`src/rtl/npu_bitplane_accumulator_pkg.sv`:
```
// Shared NPU package for the bit-plane accumulator.
// Holds the accumulator FSM state encoding, the largest legal ones-count of a
// 3x3 window (CNT_MAX), and the rule for sizing the result from the plane count.
package npu_bitplane_accumulator_pkg;

    typedef enum logic [1:0] {
        IDLE  = 2'd0,
        ACCUM = 2'd1,
        HOLD  = 2'd2
    } state_e;

    localparam int CNT_MAX = 9;

    // Five extra bits hold 9 * (2^bits - 1) unsigned, and the same magnitude
    // range plus a sign bit in two's-complement mode.
    function automatic int acc_width(input int bits);
        return bits + 5;
    endfunction

endpackage

```
`src/rtl/npu_bitplane_accumulator_plane_counter.sv`:
```
// npu_plane_counter: modulo-BITS count of the planes accepted in the current window.
// Ports:
//   clk, rst_n : clock and asynchronous active-low reset
//   clr        : synchronous return to zero (window abort)
//   inc        : one plane accepted this cycle
//   tc         : terminal count; the next accepted plane completes the window
module npu_plane_counter #(
    parameter int BITS = 8
) (
    input  logic clk,
    input  logic rst_n,
    input  logic clr,
    input  logic inc,
    output logic tc
);

    localparam int CW = (BITS > 1) ? $clog2(BITS) : 1;

    logic [CW-1:0] cnt_q;
    logic [CW-1:0] cnt_d;

    // With BITS=1 the count never leaves zero and tc is permanently high.
    assign tc = (cnt_q == CW'(BITS - 1));

    always_comb begin
        cnt_d = cnt_q;
        if (clr) begin
            cnt_d = '0;
        end else if (inc) begin
            cnt_d = tc ? '0 : cnt_q + 1'b1;
        end
    end

    always_ff @(posedge clk or negedge rst_n) begin
        if (!rst_n) begin
            cnt_q <= '0;
        end else begin
            cnt_q <= cnt_d;
        end
    end

endmodule

```
`src/rtl/npu_bitplane_accumulator.sv`:
```
// npu_bitplane_accumulator: combines BITS MSB-first bit-plane ones-counts into one
// dot-product by shift-and-add. In signed mode the MSB plane carries negative
// weight. The result is presented through a registered valid/ready stage.
// Ports:
//   clk, rst_n          : clock and asynchronous active-low reset
//   in_valid / in_ready : plane handshake; in_ready is low only while a result is held
//   in_cnt              : ones-count of the plane (0..9, larger values saturate and set err)
//   in_signed           : signed mode, sampled with the first plane of a window
//   clear               : synchronous abort of a partial window (ignored in HOLD)
//   out_valid/out_ready : result handshake
//   out_data            : ACC_W-bit two's-complement result
//   err                 : sticky, an out-of-range count was accepted
//
// state | meaning
// IDLE  | no plane of the current window accepted yet
// ACCUM | 1..BITS-1 planes accepted, acc holds the partial sum
// HOLD  | result valid in out_data, waiting for out_ready
module npu_bitplane_accumulator
    import npu_bitplane_accumulator_pkg::*;
#(
    parameter int BITS  = 8,
    parameter int ACC_W = acc_width(BITS)
) (
    input  logic             clk,
    input  logic             rst_n,
    input  logic             in_valid,
    output logic             in_ready,
    input  logic [3:0]       in_cnt,
    input  logic             in_signed,
    input  logic             clear,
    output logic             out_valid,
    input  logic             out_ready,
    output logic [ACC_W-1:0] out_data,
    output logic             err
);

    state_e           state_q, state_d;
    logic [ACC_W-1:0] acc_q, acc_d;
    logic [ACC_W-1:0] out_data_q, out_data_d;
    logic             out_valid_q, out_valid_d;
    logic             err_q, err_d;

    logic             take;
    logic             last_plane;
    logic             cnt_over;
    logic [3:0]       cnt_sat;
    logic [ACC_W-1:0] cnt_ext;
    logic [ACC_W-1:0] acc_next;

    assign in_ready = (state_q != HOLD);
    // clear wins over a same-cycle plane, so the plane is not taken at all.
    assign take     = in_valid & in_ready & ~clear;
    assign cnt_over = (in_cnt > 4'(CNT_MAX));
    assign cnt_sat  = cnt_over ? 4'(CNT_MAX) : in_cnt;
    assign cnt_ext  = ACC_W'(cnt_sat);

    // Negating only the MSB plane and then doubling it BITS-1 times gives it
    // the -2^(BITS-1) weight, so the sign needs no storage beyond the first plane.
    always_comb begin
        if (state_q == IDLE) begin
            acc_next = in_signed ? (ACC_W'(0) - cnt_ext) : cnt_ext;
        end else begin
            acc_next = {acc_q[ACC_W-2:0], 1'b0} + cnt_ext;
        end
    end

    npu_plane_counter #(
        .BITS (BITS)
    ) u_plane_counter (
        .clk   (clk),
        .rst_n (rst_n),
        .clr   (clear & in_ready),
        .inc   (take),
        .tc    (last_plane)
    );

    always_comb begin
        state_d     = state_q;
        acc_d       = acc_q;
        out_data_d  = out_data_q;
        out_valid_d = out_valid_q;
        err_d       = err_q | (take & cnt_over);
        case (state_q)
            IDLE, ACCUM: begin
                if (clear) begin
                    state_d = IDLE;
                    acc_d   = '0;
                end else if (take) begin
                    acc_d = acc_next;
                    if (last_plane) begin
                        state_d     = HOLD;
                        out_data_d  = acc_next;
                        out_valid_d = 1'b1;
                    end else begin
                        state_d = ACCUM;
                    end
                end
            end
            HOLD: begin
                if (out_ready) begin
                    state_d     = IDLE;
                    out_valid_d = 1'b0;
                end
            end
            default: begin
                state_d     = IDLE;
                out_valid_d = 1'b0;
            end
        endcase
    end

    always_ff @(posedge clk or negedge rst_n) begin
        if (!rst_n) begin
            state_q     <= IDLE;
            acc_q       <= '0;
            out_data_q  <= '0;
            out_valid_q <= 1'b0;
            err_q       <= 1'b0;
        end else begin
            state_q     <= state_d;
            acc_q       <= acc_d;
            out_data_q  <= out_data_d;
            out_valid_q <= out_valid_d;
            err_q       <= err_d;
        end
    end

    assign out_valid = out_valid_q;
    assign out_data  = out_data_q;
    assign err       = err_q;

endmodule

```
`config.mk`:
```
export PLATFORM = sky130hd
export DESIGN_NAME = npu_bitplane_accumulator
export DESIGN_NICKNAME = d
export VERILOG_FILES = /design/src/rtl/npu_bitplane_accumulator_pkg.sv /design/src/rtl/npu_bitplane_accumulator_plane_counter.sv /design/src/rtl/npu_bitplane_accumulator.sv
export SDC_FILE = /design/constraint.sdc
export NUM_CORES = 1
export LEC_CHECK = 0
export CAP_MARGIN = 10
export CORE_MARGIN = 2
export CORE_UTILIZATION = 45
export CTS_CLUSTER_SIZE = 40
export DETAILED_ROUTE_END_ITERATION = 10
export PLACE_DENSITY = 0.73
export SLEW_MARGIN = 25
export SYNTH_ARGS = -nofsm -noshare
export SYNTH_HDL_FRONTEND = slang
export SYNTH_SLANG_ARGS = --single-unit
```
`constraint.sdc`:
```
create_clock -name clk -period 1.7 [get_ports clk]
set_input_delay 0.34 -clock clk [delete_from_list [all_inputs] [get_ports clk]]
set_output_delay 0.34 -clock clk [all_outputs]
set_load 0.005 [all_outputs]
```
[Yosys cells after proc, flatten, opt, wreduce, memory -nomap -nowiden]
Index checks and enable logic that the tools add are counted.
Word-level totals
  register bits: 32
  bits in latches: 0
  bits in writable memories: 0
  ROM bits: 0
  bits of input ports: 10
  output and inout port bits: 16
  memories kept: 0
Cells by class
  add/sub/neg operators: 3
  $mul: 0
  divide/modulo/power cells: 0
  magnitude comparators: 1
  eq/ne operators: 9
  shifts and indexed selects: 0
  muxes and demuxes: 18
  bitwise operators: 6
  reductions and logical operators: 8
Operator list (number)
  two-way mux 13 bit: 2
  two-way mux 12 bit: 2
  adder 13 x 4 -> 13 bit: 1
  two-way mux 3 bit: 3
  two-way mux 2 bit: 4
  != test 2 bit (second input constant): 4
  AND reduction 4 bit: 2
  subtractor 1 x 4 -> 5 bit (first input constant): 1
  bitwise AND 1 bit: 4
  greater-than comparator 4 bit (second input constant): 1
  two-way mux 1 bit: 4
  two-way mux 4 bit: 1
  case mux 2 bit (2 select lines): 1
  AND reduction 2 bit: 2
  nonzero test 2 bit: 2
  adder 3 x 1 -> 3 bit (second input constant): 1
  equality test 3 bit (second input constant): 1
  != test 3 bit (second input constant): 1
  equality test 2 x 1 -> 1 bit (second input constant): 1
  equality test 2 bit (second input constant): 1
  logical NOT 2 bit: 1
  != test 2 x 1 -> 1 bit (second input constant): 1
  case mux 1 bit (2 select lines): 1
  OR reduction 2 bit: 1
  2 further kinds: 2

[Depth between registers and ports, before layout]
Gate-level depths: netlist of the first run.
  depth after elaboration: 7
  depth in mapped cells: 9
  gate-level depth less buffers: 9

[Hierarchy]
From an unflattened synthesis of the first run, not the netlist that was laid out.
Second synthesis, totals
  cells, all modules: 176
  area, all modules: 1729.2 µm²
By module, submodules not included
  npu_bitplane_accumulator: instances 1, cells each 164, area each 1577.8 µm²
  npu_plane_counter: instances 1, cells each 12, area each 151.4 µm²

[Least setup slack after synthesis of the first run]
Ideal clock, no wire load.
  path type: in2reg
  start: input in_cnt[3]
  end: register acc_q[11]
  setup time: 125 ps
  arrival: 1835 ps
  required time: 1575 ps
  path slack: -261 ps
  stages: 9
  path buffers: 0
  cells stage by stage: nand2b_1 -> inv_1 -> ha_1 -> fa_1 -> a21oi_1 -> nor4b_2 -> xor2_1 -> a21oi_1 -> o21ai_2
On the way
  longest elaborated chain between the ends: 7
  elaborated cells on any way between the ends: 8
  those cells by class: add/sub (2); order compare (1); mux (5)
RTL lines
  from (decl): line npu_bitplane_accumulator.sv:28  | input logic [3:0] in_cnt,
  greater-than comparator 4 bit: line npu_bitplane_accumulator.sv:53  | assign cnt_over = (in_cnt > 4'(CNT_MAX));
  two-way mux 4 bit (*): line npu_bitplane_accumulator.sv:54  | assign cnt_sat = cnt_over ? 4'(CNT_MAX) : in_cnt;
  parallel branches: the longest is 2 deep, another holds adder 13 x 4 -> 13 bit
  two-way mux 13 bit (*): line npu_bitplane_accumulator.sv:60  | if (state_q == IDLE) begin
  two-way mux 12 bit (*): line npu_bitplane_accumulator.sv:88  | end else if (take) begin
  two-way mux 12 bit (*): line npu_bitplane_accumulator.sv:85  | if (clear) begin
  to (signal assigned): line npu_bitplane_accumulator.sv:115  | acc_q <= '0;
  to (signal assigned): line npu_bitplane_accumulator.sv:121  | acc_q <= acc_d;
  to (decl): line npu_bitplane_accumulator.sv:38  | logic [ACC_W-1:0] acc_q, acc_d;
Mark *: on every way between the ends. The select of a mux whose other input is x is not followed.
A chain may end at the register's enable or synchronous reset.

[Worst setup path in the final report of the first run]
  start: register acc_q[0]
  end: register acc_q[11]
On the way
  longest elaborated chain between the ends: 4
RTL lines
  adder 13 x 4 -> 13 bit: line npu_bitplane_accumulator.sv:63  | acc_next = {acc_q[ACC_W-2:0], 1'b0} + cnt_ext;
  two-way mux 13 bit: line npu_bitplane_accumulator.sv:60
  two-way mux 12 bit: line npu_bitplane_accumulator.sv:88
  two-way mux 12 bit: line npu_bitplane_accumulator.sv:85
No other way between the ends. The select of a mux whose other input is x is not followed.

==> impl_metrics.tcl, run 1 <==
set metrics [dict create \
    status "finished, violations left" \
    violations "negative setup slack" \
    slew_headroom_pct 72.9 \
    r2r_setup_slack_ps -60 \
    syn_to_final_growth_pct 42.6 \
    ir_drop_mv 0.396 \
    wl_per_cell_um 14.6 \
    pre_cts_ws_ps -658 \
    initial_core_util_pct 46.4 \
    rr_worst_depth 7 \
    clockBufferDepth 2 \
    drive_gt1_share_pct 32.0 \
    wl_um 4420 \
    crit_fanout 3 \
    row_count 23 \
    hold_slack_ps 458 \
    finalHoldViolCount 0 \
    synth_nets 213 \
    first_pass_iters 4 \
    vias_per_cell 5.34 \
    synth_area_mm2 0.00183 \
    ios 26 \
    vias 1618 \
    ys_seq_elements 32 \
    worstPathRequired_ps 1860 \
    grt_pass1_vias 1616 \
    clockRootBuffer "clkbuf_8" \
    ys_warn_count 0 \
    most-common-layout-cells "35 x buf_4, 31 x dfrtp_1, 25 x nand2_1" \
    fp.dieArea_mm2 0.00459 \
    max_freq_ghz 0.567 \
    layout_commonest_cell "buf_4" \
    reg2reg_from "acc_q[0]" \
    antenna_found_initial 0 \
    synth-seq-area-share_pct 43.8 \
    cts_buffers 5 \
    slew_violations 0 \
    grt_max_degree 33 \
    cellLeakagePower_nw 1.16 \
    numClockSinks 32 \
    h-tree-depth 2 \
    crit_arrival_ps 1930 \
    clkLatencyLatePin_ps 290 \
    io_buffers 25 \
    p_per_area_mw_per_mm2 704 \
    fillers 324 \
    die_x_um 67.8 \
    core-area_mm2 0.00394 \
    track_usage_pct 22.1 \
    synth_cell_type_count 37 \
    end_kind "flop" \
    start_kind "flop" \
    die_y_um 67.8 \
    hp-class "input pin to async pin" \
    max_cap_viol_count 0 \
    clk_pin_slew_ps 70 \
    clock_skew_ps 10.4 \
    r2r_end "acc_q[11]" \
    worst_slew_pin_slew_ps 403 \
    crit_type "flop to flop" \
    diodes 0 \
    grt_pass1_wl_um 7460 \
    drt_iter0_markers 63 \
    antenna_left 0 \
    cts_tree "yes" \
    worst_slack_ps -63.2 \
    synth.avg_cell_area_um2 9.33 \
    finalWorstPathRequiredPeriod_ps 1760 \
    gp_congestion 0.798 \
    dp_hpwl_um 3010 \
    setup_violations 8 \
    grt_setup_unrepaired "true" \
    final_nets 269 \
    grt_remaining_overflow 0 \
    period_share_pct 104 \
    drc 0 \
    syn_inst 196 \
]
-- metrics by stage --
stage	setup TNS (ps)	total power, mW	instances	area, um^2	utilization, %
2_1_floorplan	-125	1.01	196	1880	-
3_3_place_gp	-12740	1.17	289	2350	59.7
3_5_place_dp	-13510	1.18	289	2350	59.7
4_1_cts	-478	1.83	302	2550	64.7
5_1_grt	-1360	1.92	303	2610	66.2
6_report	-294	1.84	303	2610	66.2
-- synth_stat cells, drive strengths merged --
library cell	count	share of area (%)
a211oi	3	1.2
nand2	25	5.1
nor3b	7	2.9
nand3	1	0.27
nand4	2	1.5
xnor2	5	2.4
nor3	2	0.55
nor2	9	2.0
o21a	1	0.41
ha	6	4.1
or2	2	0.68
a21oi	26	7.5
a21o	2	0.82
inv	4	0.82
or3b	1	0.48
fa	1	1.1
clkbuf	6	1.2
a2111oi	2	2.0
nor2b	4	1.4
buf	5	2.1
o31ai	3	1.2
dfrtp	32	44
nor4b	1	0.82
o211ai	1	0.41
xor2	7	3.4
a2bb2oi	1	0.48
o21ai	33	9.6
and3	2	0.68
nand2b	2	1.1
-- worst max-delay path, cell delays in order, from the launching register on --
cell and delay (ps):
dfrtp_1 420, ha_4 180, fa_2 380, a21oi_4 190, nor4b_4 70, xor2_1 150
a21oi_2 180, o21ai_2 60
-- metal layers --
| metal | wire (um) | GRT usage [%] | part of all wire, % |
|---|---|---|---|
| met1 | 1930 | 27.9 | 44 |
| met2 | 2240 | 35.5 | 51 |
| met3 | 136 | 5.17 | 3.1 |
| met4 | 116 | 10.7 | 2.6 |
| met5 | 0 | 0 | 0 |
-- power by group --
part	internal, mW	switching (mW)	leakage (nW)
Sequential	0.802	0.0364	0.427
Clock	0.330	0.281	0.0455
Combinational	0.196	0.192	0.690
Total	1.33	0.509	1.16
-- what timing repair did --
action | in CTS | in global routing
hold buffers | 0 | 0
hold endpoints to repair | 0 | 0
pin swaps | 18 | 20
resized for setup | 28 | 12
setup buffers | 6 | 1
endpoints found under the setup margin | 24 | 21
-- worst max path at each step --
stage,start,slack [ps],endpoint,depth (start not counted)
2_1_floorplan,in_cnt[3],-50,acc_q[11],9
3_3_place_gp,in_cnt[3],-630,acc_q[11],10
5_1_grt,acc_q[0],-130,acc_q[7],7
6_report,acc_q[0],-60,acc_q[11],7
4_1_cts,acc_q[0],-100,acc_q[11],7
3_5_place_dp,in_cnt[3],-660,acc_q[11],10
-- sequential cells by signal (all words and copies together) (netlist names) --
| register | flops |
|---|---|
| acc_q | 12 |
| err | 1 |
| out_data | 13 |
| out_valid | 1 |
| state_q | 2 |
| u_plane_counter.cnt_q | 3 |
-- cells by family (layout without fill, tap and decap cells) --
kind of cell	count (synthesis)	in the layout	share of synthesized area, %
AOI/OAI and AO/OA	72	72	23.7
and+or+nand+nor	58	58	17.4
DFF	32	32	43.8
buffers and inverters	15	72	4.10
xor gates and xnor gates	12	12	5.75
adders and majority gates	7	7	5.20
-- final cells by class --
class                   count  area [um^2]  share of cell area (%)
inverters                   4         15.0                   0.576
flip-flops and latches     32          802                    30.7
well taps                  50         62.6                    2.40
multi-input cells         149         1130                    43.4
clock buffers               8         90.1                    3.45
repair buffers             60          507                    19.4
No activity file was read; power rests on OpenSTA's default activity.
==> inputs of run 2 (changes only) <==
--- a/config.mk
+++ b/config.mk
@@ -11,6 +11,7 @@
 export CTS_CLUSTER_SIZE = 40
 export DETAILED_ROUTE_END_ITERATION = 10
 export PLACE_DENSITY = 0.73
+export SETUP_SLACK_MARGIN = 0.15
 export SLEW_MARGIN = 25
 export SYNTH_ARGS = -nofsm -noshare
 export SYNTH_HDL_FRONTEND = slang
==> impl_metrics.tcl, run 2 (synthesis gave the netlist of run 1 again) <==
set metrics [dict create \
    status "finished, violations left" \
    violations "negative setup slack" \
    crit_slowest_cell "dfrtp_1" \
    wl_per_cell_um 15.6 \
    track_usage_pct 22.6 \
    worstPathRequired_ps 1880 \
    ir_drop_mv 0.571 \
    crit_arrival_ps 1940 \
    numClockSinks 32 \
    wl_um 4840 \
    crit_family "adder cells" \
    p_sw_mw 0.529 \
    largest_register_ffs 13 \
    post-place-cells 288 \
    vias 1674 \
    p_sw_share_pct 28.0 \
    clk_pin_slew_ps 70 \
    grt_pass1_wl_um 7530 \
    die_y_um 67.8 \
    fin_tns_setup_ps -400 \
    grt_setup_unrepaired "true" \
    postCtsHoldBufs 0 \
    worst_slack_ps -58.0 \
    layout_commonest_cell "buf_4" \
    multi_input_area_mm2 0.00120 \
    hp-class "input pin to async pin" \
    hold_slack_ps 445 \
    grt_remaining_overflow 0 \
    finalHoldViolCount 0 \
    worst_slew_pin_slew_ps 369 \
    clockBufferDepth 2 \
    p_int_mw 1.36 \
    syn_to_final_growth_pct 50.8 \
    final_nets 275 \
    layout.cells.non_filler 309 \
    crit_type "flop to flop" \
    finalWorstPathRequiredPeriod_ps 1760 \
    slew_headroom_pct 74.8 \
    row_count 23 \
    h-tree-depth 2 \
    p_per_area_mw_per_mm2 684 \
    end_kind "flop" \
    p_comb_share_pct 23.3 \
    first_pass_iters 5 \
    antenna_found_initial 0 \
    drt_iter0_markers 107 \
    drc 0 \
    io_buffers 25 \
    gp_congestion 0.831 \
    max_cap_viol_count 0 \
    pwr-share-clk_pct 32.2 \
    clock_skew_ps 7.14 \
    fillers 283 \
    clkLatencyLatePin_ps 290 \
    cts_tree "yes" \
    vias_per_cell 5.42 \
    diodes 0 \
    grt_max_degree 33 \
    dp_hpwl_um 3090 \
    initial_core_util_pct 46.4 \
    ios 26 \
    worst_path_largest_cell_delay_ps 410 \
    most-common-layout-cells "35 x buf_4, 32 x dfrtp_1, 24 x nand2_1" \
    die_x_um 67.8 \
    period_share_pct 103 \
    seqPwrFrac_pct 44.5 \
    core-area_mm2 0.00394 \
    cellLeakagePower_nw 1.21 \
    fin_util_pct 70.0 \
    clockRootBuffer "clkbuf_8" \
    path_cells "ha_4, fa_2, a21oi_4, nor4b_4, xor2_1, a21oi_2, o21ai_2" \
    crit_fanout 3 \
    antenna_left 0 \
    pre_cts_ws_ps -680 \
    slew_violations 0 \
    drive_gt1_share_pct 37.8 \
    max_freq_ghz 0.569 \
    setup_violations 11 \
    start_kind "flop" \
    seqCellArea_um2 801 \
    cts_buffers 5 \
    grt_pass1_vias 1597 \
    critPathBufInv 0 \
    fp.dieArea_mm2 0.00459 \
]
[run 2: changes by cell type in the layout (fill, tap and decap cells not counted), sizes merged]
cell / change
clkdlybuf4s50: -1
clkbuf: +1
buf: +6
[run 2: power groups by stage]
stage / registers [mW] / clock network, mW / logic (mW)
5_1_grt: 0.844 / 0.645 / 0.478
6_report: 0.839 / 0.608 / 0.439
4_1_cts: 0.839 / 0.612 / 0.389
2_1_floorplan: 0.852 / 0 / 0.170
3_5_place_dp: 0.853 / 0 / 0.340
3_3_place_gp: 0.852 / 0 / 0.334
[run 2: cell type report]
type                       count  share of cell area [%]
tap                           50                    2.27
inverter                       4                   0.544
timing repair buffer          66                    21.3
clock buffer                   8                    3.27
sequential                    32                    29.0
multi-input combinational    149                    43.6
[run 2: layer usage]
metal | wire length, um | global-route usage [%] | vias up
met4 | 45 | 9.95 | 0
met3 | 186 | 4.00 | 6
met5 | 0 | 0 | -
met1 | 2170 | 29.0 | 822
met2 | 2430 | 37.0 | 31
li1 | - | - | 815
[run 2: path summary, 6_finish.rpt]
path | startpoint | endpoint | slack [ps] | depth (start not counted)
max in group asynchronous | rst_n | acc_q[1] | 960 | 2
min in group clk | out_data[5] | out_data[5] | 480 | 2
min | rst_n | out_data[7] | 440 | 2
max reg2reg | acc_q[0] | acc_q[11] | -60 | 7
min reg2reg | out_data[5] | out_data[5] | 480 | 2
max | acc_q[0] | acc_q[11] | -60 | 7
[run 2: through the flow]
stage	instance area [um^2]	total power, mW
after floorplan	1930	1.02
after global placement	2380	1.19
after detailed placement	2380	1.19
final	2760	1.89
after global routing	2760	1.97
after CTS	2630	1.84
[run 2: worst reg2reg max path, stage by stage (launching register included)]
cell and delay [ps]:
dfrtp_1 410, ha_4 180, fa_2 400, a21oi_4 190, nor4b_4 70, xor2_1 150
a21oi_2 190, o21ai_2 70
[run 2: what timing repair did]
action	4_1_cts	5_1_grt
gates resized for setup	38	20
setup endpoints to repair	26	24
buffers inserted	7	6
pin swaps	27	21
endpoints found under the hold margin	0	0
gates cloned	0	0
==> inputs of run 3 (changes only) <==
--- a/config.mk
+++ b/config.mk
@@ -7,10 +7,10 @@
 export LEC_CHECK = 0
 export CAP_MARGIN = 10
 export CORE_MARGIN = 2
-export CORE_UTILIZATION = 45
+export CORE_UTILIZATION = 25
 export CTS_CLUSTER_SIZE = 40
 export DETAILED_ROUTE_END_ITERATION = 10
-export PLACE_DENSITY = 0.73
+export PLACE_DENSITY = 0.47
 export SETUP_SLACK_MARGIN = 0.15
 export SLEW_MARGIN = 25
 export SYNTH_ARGS = -nofsm -noshare
==> impl_metrics.tcl, run 3 (synthesis gave the netlist of run 1 again) <==
set metrics [dict create \
    io_buffers 25 \
    grt_setup_unrepaired "true" \
    worst_path_largest_cell_delay_ps 430 \
    multi_input_area_mm2 0.00122 \
    die_x_um 89.5 \
    clkLatencyLatePin_ps 290 \
    max_cap_viol_count 0 \
    cts_buffers 5 \
    critPathLaunch "acc_q[2]" \
    hp-class "input pin to async pin" \
    h-tree-depth 2 \
    gp_congestion 0.758 \
    finalWorstPathRequiredPeriod_ps 1760 \
    clockRootBuffer "clkbuf_8" \
    end_kind "flop" \
    fp.dieArea_mm2 0.00802 \
    wl_per_cell_um 14.3 \
    largest_register_ffs 13 \
    fillers 704 \
    rr_worst_depth 7 \
    report.power.total_mw 1.88 \
    numClockSinks 32 \
    layout.cells.non_filler 359 \
    row_count 31 \
    layout_commonest_cell "buf_4" \
    clk_pin_slew_ps 70 \
    ir_drop_mv 0.330 \
    seqCellArea_um2 803 \
    post-place-cells 338 \
    track_usage_pct 12.9 \
    cellLeakagePower_nw 1.27 \
    drc 0 \
    ios 26 \
    fin_util_pct 40.2 \
    vias 1672 \
    dp_hpwl_um 3370 \
    finalHoldViolCount 0 \
    grt_remaining_overflow 0 \
    cp-endpoint "acc_q[11]" \
    cts_tree "yes" \
    crit_arrival_ps 1930 \
    path_cells "ha_4, buf_4, a21oi_4, nor4b_2, xor2_1, a21oi_2, o21ai_2" \
    antenna_found_initial 0 \
    setup_violations 7 \
    core-area_mm2 0.00718 \
    die_y_um 89.5 \
    slew_headroom_pct 72.1 \
    initial_core_util_pct 25.5 \
    r2r_setup_slack_ps -60 \
    wl_um 5120 \
    final_nets 276 \
    drive_gt1_share_pct 41.5 \
    crit_type "flop to flop" \
    worstPathRequired_ps 1880 \
    clock_skew_ps 6.26 \
    drt_iter0_markers 60 \
    grt_pass1_vias 1627 \
    reg2reg_from "acc_q[2]" \
    most-common-layout-cells "33 x buf_4, 30 x dfrtp_1, 19 x nand2_1" \
    worst_slack_ps -58.5 \
    diodes 0 \
    antenna_left 0 \
    worst_slew_pin_slew_ps 418 \
    p_per_area_mw_per_mm2 652 \
    grt_max_degree 33 \
    crit_fanout 3 \
    vias_per_cell 4.66 \
    grt_pass1_wl_um 7880 \
    r2r_end "acc_q[11]" \
    first_pass_iters 4 \
    crit_slowest_cell "dfrtp_1" \
    syn_to_final_growth_pct 57.5 \
    clockBufferDepth 2 \
    violations "negative setup slack" \
    status "finished, violations left" \
    max_freq_ghz 0.569 \
    start_kind "flop" \
    slew_violations 0 \
    period_share_pct 103 \
]
run 3: cell count changes in the layout (fill, tap and decap cells not counted), moves of 3 or more:
cell	delta
nand2_1	-5
a21oi_2	+4
a21oi_1	-3
dlymetal6s2s_1	+3
nand2_2	+3
run 3: cell type report:
type | count | area share (%)
Timing Repair Buffer | 67 | 21.8
Inverter | 4 | 0.521
Sequential cell | 32 | 27.9
Clock buffer | 8 | 3.13
Tap cell | 99 | 4.30
Multi-Input combinational cell | 149 | 42.4
run 3: what timing repair did:
action                                  in CTS  in global routing
cloned                                       0                  2
setup buffers                                4                  7
resized for setup                           37                 33
pin swaps                                   22                 27
hold buffers                                 0                  0
endpoints found under the setup margin      24                 24
endpoints found under the hold margin        0                  0
run 3: report_power, final:
group          total [mW]  switching [mW]  internal, mW
Combinational       0.427           0.208         0.219
Sequential          0.843          0.0415         0.802
Clock               0.609           0.279         0.330
run 3: metrics by stage:
step	hold slack [ps]	setup TNS [ps]	instance area (um^2)	worst slack, ps
3_5_place_dp	462	-13300	2460	-692
5_1_grt	497	-1130	2880	-128
4_1_cts	467	-767	2690	-131
6_report	450	-278	2880	-58.5
3_3_place_gp	465	-13040	2460	-682
2_1_floorplan	44.4	-126	1930	-45.7
run 3: worst min path at each step:
| stage | startpoint | end | cells after the start |
|---|---|---|---|
| floorplan | rst_n | acc_q[0] | 0 |
| global placement | err | err | 2 |
| detailed placement | err | err | 2 |
| CTS | rst_n | out_data[7] | 2 |
| global route | rst_n | acc_q[4] | 2 |
| finish | rst_n | out_data[7] | 2 |
run 3: worst max-delay path: cells and delay by family, from the launching register on:
family,cells,cell delay [ps]
flip-flops,1,430
adder cells (fa/ha/maj),1,330
AO/OA/AOI/OAI,3,330
AND/OR/NAND/NOR,1,300
buffers and inverters,1,150
XOR/XNOR,1,110
run 3: per-layer routing:
| layer | global-route usage, % | up-vias | wire (um) |
|---|---|---|---|
| li1 | - | 824 | - |
| met1 | 17.0 | 814 | 2340 |
| met2 | 21.0 | 26 | 2540 |
| met3 | 2.86 | 8 | 169 |
| met4 | 4.48 | 0 | 70 |
| met5 | 0 | - | 0 |
